File: src/rtl/vga_pkg.sv
// Shared 640x480@60 VGA timing constants and helpers for the timing generator,
// vga_controller and the renderer.
package vga_pkg;

    localparam int COORD_W = 10;
    typedef logic [COORD_W-1:0] coord_t;

    localparam int VGA_H_VISIBLE = 640;
    localparam int VGA_H_FRONT   = 16;
    localparam int VGA_H_SYNC    = 96;
    localparam int VGA_H_BACK    = 48;
    localparam int VGA_V_VISIBLE = 480;
    localparam int VGA_V_FRONT   = 10;
    localparam int VGA_V_SYNC    = 2;
    localparam int VGA_V_BACK    = 33;

    localparam int VGA_H_TOTAL = VGA_H_VISIBLE + VGA_H_FRONT + VGA_H_SYNC + VGA_H_BACK;
    localparam int VGA_V_TOTAL = VGA_V_VISIBLE + VGA_V_FRONT + VGA_V_SYNC + VGA_V_BACK;

    // Inclusive counter range over which a sync pulse is asserted.
    typedef struct packed {
        coord_t first;
        coord_t last;
    } sync_span_t;

    function automatic sync_span_t sync_span(input int visible, input int front, input int width);
        sync_span_t span;
        span.first = coord_t'(visible + front);
        span.last  = coord_t'(visible + front + width - 1);
        return span;
    endfunction

endpackage

File: src/rtl/sync_delay_line.sv
// Fixed-depth shift register that clears every stage to RESET_VAL; depth 0 is a
// plain wire.
module sync_delay_line
    import vga_pkg::*;
#(
    parameter int               DEPTH     = 1,
    parameter int               WIDTH     = 3,
    parameter logic [WIDTH-1:0] RESET_VAL = '0
) (
    input  logic             i_clk,
    input  logic             i_reset,
    input  logic [WIDTH-1:0] i_data,
    output logic [WIDTH-1:0] o_data
);

    generate
        if (DEPTH == 0) begin : g_pass
            logic w_unused_ctrl;
            assign w_unused_ctrl = i_clk ^ i_reset;
            assign o_data        = i_data;
        end else begin : g_shift
            logic [WIDTH-1:0] r_stage [DEPTH];

            always_ff @(posedge i_clk) begin
                if (i_reset) begin
                    for (int i = 0; i < DEPTH; i++) begin
                        r_stage[i] <= RESET_VAL;
                    end
                end else begin
                    r_stage[0] <= i_data;
                    for (int i = 1; i < DEPTH; i++) begin
                        r_stage[i] <= r_stage[i-1];
                    end
                end
            end

            assign o_data = r_stage[DEPTH-1];
        end
    endgenerate

endmodule

File: src/rtl/vga_timing_gen.sv
// VGA raster timing: free-running h/v counters, undelayed coordinate strobes and
// sync/video_on delayed to line up with the renderer's registered RGB.
module vga_timing_gen
    import vga_pkg::*;
#(
    parameter int   H_VISIBLE   = VGA_H_VISIBLE,
    parameter int   H_FRONT     = VGA_H_FRONT,
    parameter int   H_SYNC      = VGA_H_SYNC,
    parameter int   H_BACK      = VGA_H_BACK,
    parameter int   V_VISIBLE   = VGA_V_VISIBLE,
    parameter int   V_FRONT     = VGA_V_FRONT,
    parameter int   V_SYNC      = VGA_V_SYNC,
    parameter int   V_BACK      = VGA_V_BACK,
    parameter logic SYNC_ACTIVE = 1'b0,
    parameter int   PIPE_DELAY  = 1
) (
    input  logic       clk_25mhz,
    input  logic       reset,
    output logic [9:0] pixel_x,
    output logic [9:0] pixel_y,
    output logic       pixel_active,
    output logic       line_start,
    output logic       frame_start,
    output logic       h_sync,
    output logic       v_sync,
    output logic       video_on
);

    localparam int H_TOTAL = H_VISIBLE + H_FRONT + H_SYNC + H_BACK;
    localparam int V_TOTAL = V_VISIBLE + V_FRONT + V_SYNC + V_BACK;

    localparam coord_t     H_LAST    = coord_t'(H_TOTAL - 1);
    localparam coord_t     V_LAST    = coord_t'(V_TOTAL - 1);
    localparam coord_t     H_VIS     = coord_t'(H_VISIBLE);
    localparam coord_t     V_VIS     = coord_t'(V_VISIBLE);
    localparam sync_span_t H_SPAN    = sync_span(H_VISIBLE, H_FRONT, H_SYNC);
    localparam sync_span_t V_SPAN    = sync_span(V_VISIBLE, V_FRONT, V_SYNC);
    localparam logic       SYNC_IDLE = ~SYNC_ACTIVE;

    generate
        if (PIPE_DELAY < 0 || PIPE_DELAY > 4 || H_TOTAL > 1023 || V_TOTAL > 1023) begin : g_cfg_error
            $error("vga_timing_gen: PIPE_DELAY must be 0..4 and H_TOTAL/V_TOTAL must fit in 10 bits");
        end
    endgenerate

    coord_t     r_h_count;
    coord_t     r_v_count;
    logic       w_h_wrap;
    logic       w_v_wrap;
    logic       w_in_h_sync;
    logic       w_in_v_sync;
    logic       w_active_raw;
    logic       w_h_sync_raw;
    logic       w_v_sync_raw;
    logic [2:0] w_delay_in;
    logic [2:0] w_delay_out;

    assign w_h_wrap = (r_h_count == H_LAST);
    assign w_v_wrap = (r_v_count == V_LAST);

    always_ff @(posedge clk_25mhz) begin
        if (reset) begin
            r_h_count <= '0;
            r_v_count <= '0;
        end else if (w_h_wrap) begin
            r_h_count <= '0;
            r_v_count <= w_v_wrap ? '0 : r_v_count + coord_t'(1);
        end else begin
            r_h_count <= r_h_count + coord_t'(1);
        end
    end

    assign w_in_h_sync = (r_h_count >= H_SPAN.first) && (r_h_count <= H_SPAN.last);
    assign w_in_v_sync = (r_v_count >= V_SPAN.first) && (r_v_count <= V_SPAN.last);

    // Raw decodes are held inactive during reset so a zero-depth delay line still
    // presents idle sync and blank video while the counters are being cleared.
    assign w_active_raw = ~reset && (r_h_count < H_VIS) && (r_v_count < V_VIS);
    assign w_h_sync_raw = (~reset && w_in_h_sync) ? SYNC_ACTIVE : SYNC_IDLE;
    assign w_v_sync_raw = (~reset && w_in_v_sync) ? SYNC_ACTIVE : SYNC_IDLE;

    assign pixel_x      = r_h_count;
    assign pixel_y      = r_v_count;
    assign pixel_active = w_active_raw;
    assign line_start   = ~reset && (r_h_count == '0);
    assign frame_start  = ~reset && (r_h_count == '0) && (r_v_count == '0);

    assign w_delay_in = {w_h_sync_raw, w_v_sync_raw, w_active_raw};

    sync_delay_line #(
        .DEPTH     (PIPE_DELAY),
        .WIDTH     (3),
        .RESET_VAL ({SYNC_IDLE, SYNC_IDLE, 1'b0})
    ) u_sync_delay (
        .i_clk   (clk_25mhz),
        .i_reset (reset),
        .i_data  (w_delay_in),
        .o_data  (w_delay_out)
    );

    assign h_sync   = w_delay_out[2];
    assign v_sync   = w_delay_out[1];
    assign video_on = w_delay_out[0];

endmodule

File: config.mk
export PLATFORM = sky130hd
export DESIGN_NAME = vga_timing_gen
export DESIGN_NICKNAME = d
export VERILOG_FILES = /design/src/rtl/vga_pkg.sv /design/src/rtl/sync_delay_line.sv /design/src/rtl/vga_timing_gen.sv
export SDC_FILE = /design/constraint.sdc
export NUM_CORES = 1
export LEC_CHECK = 0
export CORE_MARGIN = 10
export CORE_UTILIZATION = 43
export CTS_CLUSTER_DIAMETER = 60
export DETAILED_ROUTE_END_ITERATION = 16
export PLACE_DENSITY_LB_ADDON = 0.25
export SYNTH_ARGS = -nofsm -noshare
export SYNTH_HDL_FRONTEND = slang
export SYNTH_SLANG_ARGS = --single-unit
File: constraint.sdc
create_clock -name clk_25mhz -period 1.9 [get_ports clk_25mhz]
set_clock_uncertainty 0.2 [all_clocks]
set_input_delay 0.285 -clock clk_25mhz [delete_from_list [all_inputs] [get_ports clk_25mhz]]
set_output_delay 0.285 -clock clk_25mhz [all_outputs]
set_load 0.1 [all_outputs]
==> results of run 1 <==
-- power by group through the flow --
stage	clock (mW)	sequential, mW	combinational, mW
after floorplan	0	0.534	0.0738
after global placement	0	0.489	0.191
after detailed placement	0	0.489	0.193
after CTS	0.235	0.475	0.210
after global routing	0.258	0.477	0.222
final	0.236	0.476	0.214
-- sequential cells by signal (all words and copies together), names as in the netlist --
signal / cells
pixel_x: 10
pixel_y: 10
u_sync_delay.g_shift.r_stage: 3
-- kinds of logic (layout without fill, tap and decap cells) --
group,after synthesis,after routing
AOI/OAI and AO/OA,11,11
buffers and inverters,10,64
and+or+nand+nor,72,72
DFF,23,23
xor gates and xnor gates,12,12
adders and majority gates,5,5
-- final timing paths --
| kind | to | slack [ns] | cells after the start |
|---|---|---|---|
| hold / removal | u_sync_delay.g_shift.r_stage[0][1] | 0.32 | 1 |
| setup / recovery | frame_start | -0.23 | 5 |
| setup reg to reg | pixel_y[8] | -0.12 | 5 |
| hold reg to reg | u_sync_delay.g_shift.r_stage[0][1] | 0.32 | 1 |
-- what timing repair did --
item,4_1_cts,5_1_grt
setup endpoints to repair,10,11
resized for setup,8,7
buffers inserted,11,3
cloned,0,0
hold endpoints to repair,0,0
pin swaps,11,3
-- final cells by class --
type                       instances  area, um2  area share, %
sequential                        23      530.5          25.13
multi-input combinational        100      757.0          35.86
timing repair buffer              54      737.0          34.91
tap                               30      37.54          1.778
inverter                           6      22.52          1.067
clock buffer                       4      26.28          1.245
-- per-stage QoR --
| stage | hold slack (ns) | setup TNS [ns] | setup slack [ns] | cell area [um2] |
|---|---|---|---|---|
| 2_1_floorplan | 0.2542 | -1.413 | -0.4937 | 1280 |
| 3_3_place_gp | 0.2659 | -0.1687 | -0.1368 | 1922 |
| 3_5_place_dp | 0.2711 | -0.3298 | -0.1586 | 1922 |
| 4_1_cts | 0.3024 | -0.6730 | -0.2245 | 2054 |
| 5_1_grt | 0.3182 | -1.439 | -0.2890 | 2111 |
| 6_report | 0.3152 | -0.8481 | -0.2314 | 2111 |
-- cells in the final DEF (no fill, tap or decap), types with 2 or more instances in the layout --
cell       n
buf_12    26
nand2_1    6
inv_1      6
nor2_1    19
xor2_1     8
xnor2_1    4
buf_4     26
dfxtp_2    2
or3_1      3
nand3_1    9
dfxtp_4   18
nor3_1     3
nand4_1    6
a21oi_1    5
and4_4     2
o21ai_0    3
or4_4      2
dfxtp_1    3
and3_1     2
ha_1       4
nor4_1     2
clkbuf_4   3
nor4_4     2
-- layer usage --
metal | vias up | global-route usage [%] | wire, um
li1 | 584 | - | -
met1 | 628 | 15.94 | 1623
met2 | 57 | 21.37 | 1933
met3 | 9 | 4.408 | 321
met4 | 0 | 5.591 | 76
met5 | - | 0 | 0
==> flow_summary.toml, run 1 <==
[status]
outcome = "complete, but fails checks"
failed_checks = "setup timing"

[layout]
layout.cells.non_filler = 217
layout.filler_cells = 121
area_overhead_vs_synth_pct = 85.18
insertedDiodeCount = 0
core_util_final_pct = 84.43
finalNetCount = 195
final_layout_size_suffix_gt1_share_pct = 52.41

[routing]
router_iterations_before_antenna_repair = 4
avgRoutedWirePerCell_um = 18.23
detailedRoute.firstIterationViolations = 103
post-route-drc-count = 0
routed_via_density = 5.889
postRouteAntennaNets = 0
drt-total-wl_mm = 3.955
detailroute.via_count = 1278

[die]
die_y_um = 71.49
num_rows = 18
die_width_um = 71.49
floorplan.die_area_um2 = 5110
num_io_pins = 28
core_um2 = 2500
initial_standard_cell_utilization_of_the_core_pct = 45.60

[critical_path]
critical_path.top_delay_family = "simple AND/OR/NAND/NOR gates"
critical_path.n_buffers_inverters = 1
timing.critical_path.to_type = "output port"
cp-start-kind = "flop"
arrival_ns = 1.65
path_class = "flop to output port"
critical_path.slowest_cell = "dfxtp_4"
critical_path.reg2reg.startpoint = "pixel_x[5]"
critical-path-max-stage-delay_ns = 0.36
worst-path-max-fanout = 2
cp_cell_sequence = "or2_4, nor2_4, and4_4, and4_4, buf_12"
startpoint = "pixel_x[5]"
timing.critical_path.required_ns = 1.41
critical_path.most_common_cell = "and4_4"

[min_path]
timing.hold.worst.start = "pixel_y[3]"
holdCritPathClass = "flop to flop"

[placed_design]
port-buffer-count = 27
place.detailed.instances = 199
gp_weighted_congestion = 0.8526
dp.final_hpwl_mm = 2.488

[clock_network]
cts.htree.levels = 1
hold_buffers = 0
tritoncts_clock_tree = "done"
cts_num_sinks = 23
clk_pin_slew_ns = 0.13
cts-buffers-inserted = 3
clk_root_buffer_cell = "clkbuf_4"
clock_path_buffers = 2
clock_latency_ns = 0.32

[yosys]
xor_xnor_fraction_of_synth_area_pct = 9.221
syn-mean-instance-area_um2 = 8.570
yosys-top-cells-count = "dfxtp_1, nor2_1, nand3_1, xor2_1"
synth_fa_ha_area_share_pct = 5.488
synth-async-reset-ratio_pct = 0
syn-cell-area_um2 = 1140
synth_top_flop_cell = "dfxtp_1"
synth_area_leader_cell = "dfxtp_1"
synth.mux.area_fraction_pct = 0
number_of_distinct_standard_cells_referenced_by_the_synthesized_netlist = 31
synthCells = 133
yosys_register_bits = 23
synth_simple_gate_area_share_pct = 36.00
yosysWarnings = 0
area_fraction_in_compound_gates_after_synthesis_pct = 5.049
synth.area.top_cells = "dfxtp_1, nor2_1, xor2_1"
synth_seq_area_share_pct = 40.40
postSynthNetCount = 140
post_synth_edffs = 0
post-synth-top-count-cell = "dfxtp_1"
synth_top_family_by_area = "simple AND/OR/NAND/NOR gates"
synth_largest_type_area_fraction_pct = 40.40

[global_route]
grt.overflow.total = 0
first_global_vias = 1146
initial_antenna_violation_count = 0
largest_net_degree_at_the_start_of_global_routing = 13
grt_first_pass_wirelength_mm = 5.671
grt.total_usage_pct = 13.37

[power_and_ir_drop]
share_seq_of_total_power_pct = 51.4
switching_power_mw = 0.2920
total_leakage_power_nw = 0.8595
finalPower_mw = 0.9259
p_int_mw = 0.6338
pwr-share-comb_pct = 23.1
max-vdd-ir-drop_mv = 0.4790
clkPwrFrac_pct = 25.5
power_density_nw_per_um2 = 438.6
power_switching_share_pct = 31.54

[timing]
shortest_period_the_worst_path_allows_ns = 2.131
setup_viol = 10
total_count_of_max_transition_violations_in_the_final_report = 0
finalHoldViolations = 0
grt_setup_unrepaired = "true"
tightest_slew_ns = 0.3631
worst_slew_margin_rel_pct = 75.57
final_min_period_over_clock_period_pct = 112.2
final.setup.worst_slack_ns = -0.2314
clock.fmax_mhz = 469.2

[job]
number_of_maximum_capacitance_constraint_violations = 0
No activity file was read; power rests on OpenSTA's default activity.
==> run 2, diff against run 1 <==
- ABC_AREA: unset -> 1
- CORE_UTILIZATION: 43 -> 45
==> flow_summary.toml, run 2 <==
[critical_path]
path_class = "flop to output port"
timing.critical_path.to_type = "output port"
worst-path-max-fanout = 5
arrival_ns = 1.56
timing.critical_path.required_ns = 1.41
critical_path.n_buffers_inverters = 2
cp_cell_sequence = "inv_1, nand2_4, nor2_4, nand2_2, nor4_4, buf_12"
critical_path.slowest_cell = "dfxtp_4"
cp-start-kind = "flop"
critical_path.top_delay_family = "simple AND/OR/NAND/NOR gates"
critical-path-max-stage-delay_ns = 0.40

[timing]
setup_viol = 1
grt_setup_unrepaired = "true"
tightest_slew_ns = 0.2833
shortest_period_the_worst_path_allows_ns = 2.045
worst_hold_slack_ns = 0.08966
finalHoldViolations = 0
worst_slew_margin_rel_pct = 81.01
final_min_period_over_clock_period_pct = 107.6
total_count_of_max_transition_violations_in_the_final_report = 0
clock.fmax_mhz = 489.1
final.setup.worst_slack_ns = -0.1445

[job]
number_of_maximum_capacitance_constraint_violations = 0

[clock_network]
hold_buffers = 0
clk_pin_slew_ns = 0.15
tritoncts_clock_tree = "done"
clk_root_buffer_cell = "clkbuf_4"
cts-buffers-inserted = 3
clock_latency_ns = 0.34
cts_num_sinks = 23
cts.htree.levels = 1
clock_path_buffers = 2

[layout]
final_layout_size_suffix_gt1_share_pct = 44.62
finalNetCount = 259
core_util_final_pct = 84.80
layout.filler_cells = 140
area_overhead_vs_synth_pct = 79.88
insertedDiodeCount = 0
leading_cell_type_in_the_layout_fill_and_taps_excluded = "nand2_1"
mostFrequentLayoutCells = "nand2_1, nor2_1, buf_12, inv_1, buf_4"

[placed_design]
port-buffer-count = 27
gp_weighted_congestion = 0.8640
dp.final_hpwl_mm = 2.741

[power_and_ir_drop]
max-vdd-ir-drop_mv = 0.4253
total_leakage_power_nw = 0.9934
finalPower_mw = 0.9490
power_density_nw_per_um2 = 405.8

[die]
num_io_pins = 28
die_y_um = 73.75
initial_standard_cell_utilization_of_the_core_pct = 47.14
floorplan.die_area_um2 = 5439
num_rows = 19
die_width_um = 73.75
core_um2 = 2758

[routing]
postRouteAntennaNets = 0
router_iterations_before_antenna_repair = 4
post-route-drc-count = 0
routed_via_density = 5.227
avgRoutedWirePerCell_um = 14.66
detailroute.via_count = 1474
detailedRoute.firstIterationViolations = 213
drt-total-wl_mm = 4.135

[yosys]
yosys-top-cells-count = "nand2_1, nor2_1, inv_1, dfxtp_1, nand3_1"
number_of_distinct_standard_cells_referenced_by_the_synthesized_netlist = 23
synth-async-reset-ratio_pct = 0
post_synth_edffs = 0
yosys_register_bits = 23
yosysWarnings = 0
syn-cell-area_um2 = 1300
synth_top_flop_cell = "dfxtp_1"
synth_seq_area_share_pct = 35.42
postSynthNetCount = 204
synth.area.top_cells = "dfxtp_1, nand2_1, nor2_1"
synth_largest_type_area_fraction_pct = 35.42
post-synth-top-count-cell = "nand2_1"
syn-mean-instance-area_um2 = 6.599
synth_area_leader_cell = "dfxtp_1"
synthCells = 197

[global_route]
grt_first_pass_wirelength_mm = 6.810
initial_antenna_violation_count = 0
grt.overflow.total = 0
largest_net_degree_at_the_start_of_global_routing = 15
grt.total_usage_pct = 15.67
first_global_vias = 1469

[status]
failed_checks = "setup timing"
outcome = "complete, but fails checks"

[min_path]
holdCritPathClass = "primary input to flop"
-- run 2: cell count changes after synthesis, sizes merged, moves of 3 or more --
cell / delta
and4: -3
or3: -4
nand3: +5
nor2: +24
nand2: +48
xor2: -5
nor4: -4
inv: +23
and3: -4
xnor2: -4
-- run 2: layout make-up --
class | instances | area (um2) | share of cell area [%]
tap | 31 | 38.79 | 1.659
multi-input combinational | 145 | 902.1 | 38.58
timing repair buffer | 50 | 725.7 | 31.03
inverter | 29 | 116.4 | 4.976
clock buffer | 3 | 22.52 | 0.9631
clock inverter | 1 | 7.507 | 0.3210
sequential | 23 | 525.5 | 22.47
-- run 2: logic make-up (layout without fill, tap and decap cells) --
kind of cell / after synthesis / after routing / synth area share (%)
simple gates: 125 / 125 / 43.41
xor+xnor: 3 / 3 / 2.022
flops: 23 / 23 / 35.42
fa+ha+maj: 5 / 5 / 4.812
compound gates: 12 / 12 / 5.967
buf+inv: 29 / 83 / 8.373
-- run 2: per-layer routing --
layer	up-vias	share of wire (%)	global-route usage [%]
met5	-	0	0
met4	0	2.9	8.075
met3	13	7.6	4.172
met2	51	47	24.81
met1	679	42	18.87
li1	731	-	-
-- run 2: final timing paths --
| kind | start | endpoint | slack [ns] | cells after the start |
|---|---|---|---|---|
| setup reg to reg | pixel_x[0] | pixel_y[3] | 0.11 | 9 |
| hold / removal | reset | pixel_y[8] | 0.09 | 2 |
| setup / recovery | pixel_y[8] | frame_start | -0.14 | 6 |
| hold reg to reg | pixel_y[8] | pixel_y[8] | 0.36 | 2 |
-- run 2: repair_timing --
item | 4_1_cts | 5_1_grt
hold endpoints to repair | 0 | 0
endpoints found under the setup margin | 3 | 9
buffers inserted | 13 | 3
resized for setup | 27 | 8
pin swaps | 9 | 5
gates cloned | 0 | 0
-- run 2: report_power, final --
| group | switching (mW) | internal [mW] |
|---|---|---|
| clock | 0.169 | 0.0810 |
| combinational | 0.139 | 0.0843 |
| sequential | 0.00641 | 0.469 |
-- run 2: stage by stage --
stage | instance area [um2] | TNS (ns) | instances | worst slack [ns]
after global routing | 2338 | -0.3288 | 282 | -0.2452
after CTS | 2287 | -0.1247 | 279 | -0.1247
after floorplan | 1424 | -0.6659 | 197 | -0.6008
after global placement | 2046 | -0.2605 | 262 | -0.1207
after detailed placement | 2046 | -0.2671 | 262 | -0.1250
final | 2338 | -0.1445 | 282 | -0.1445
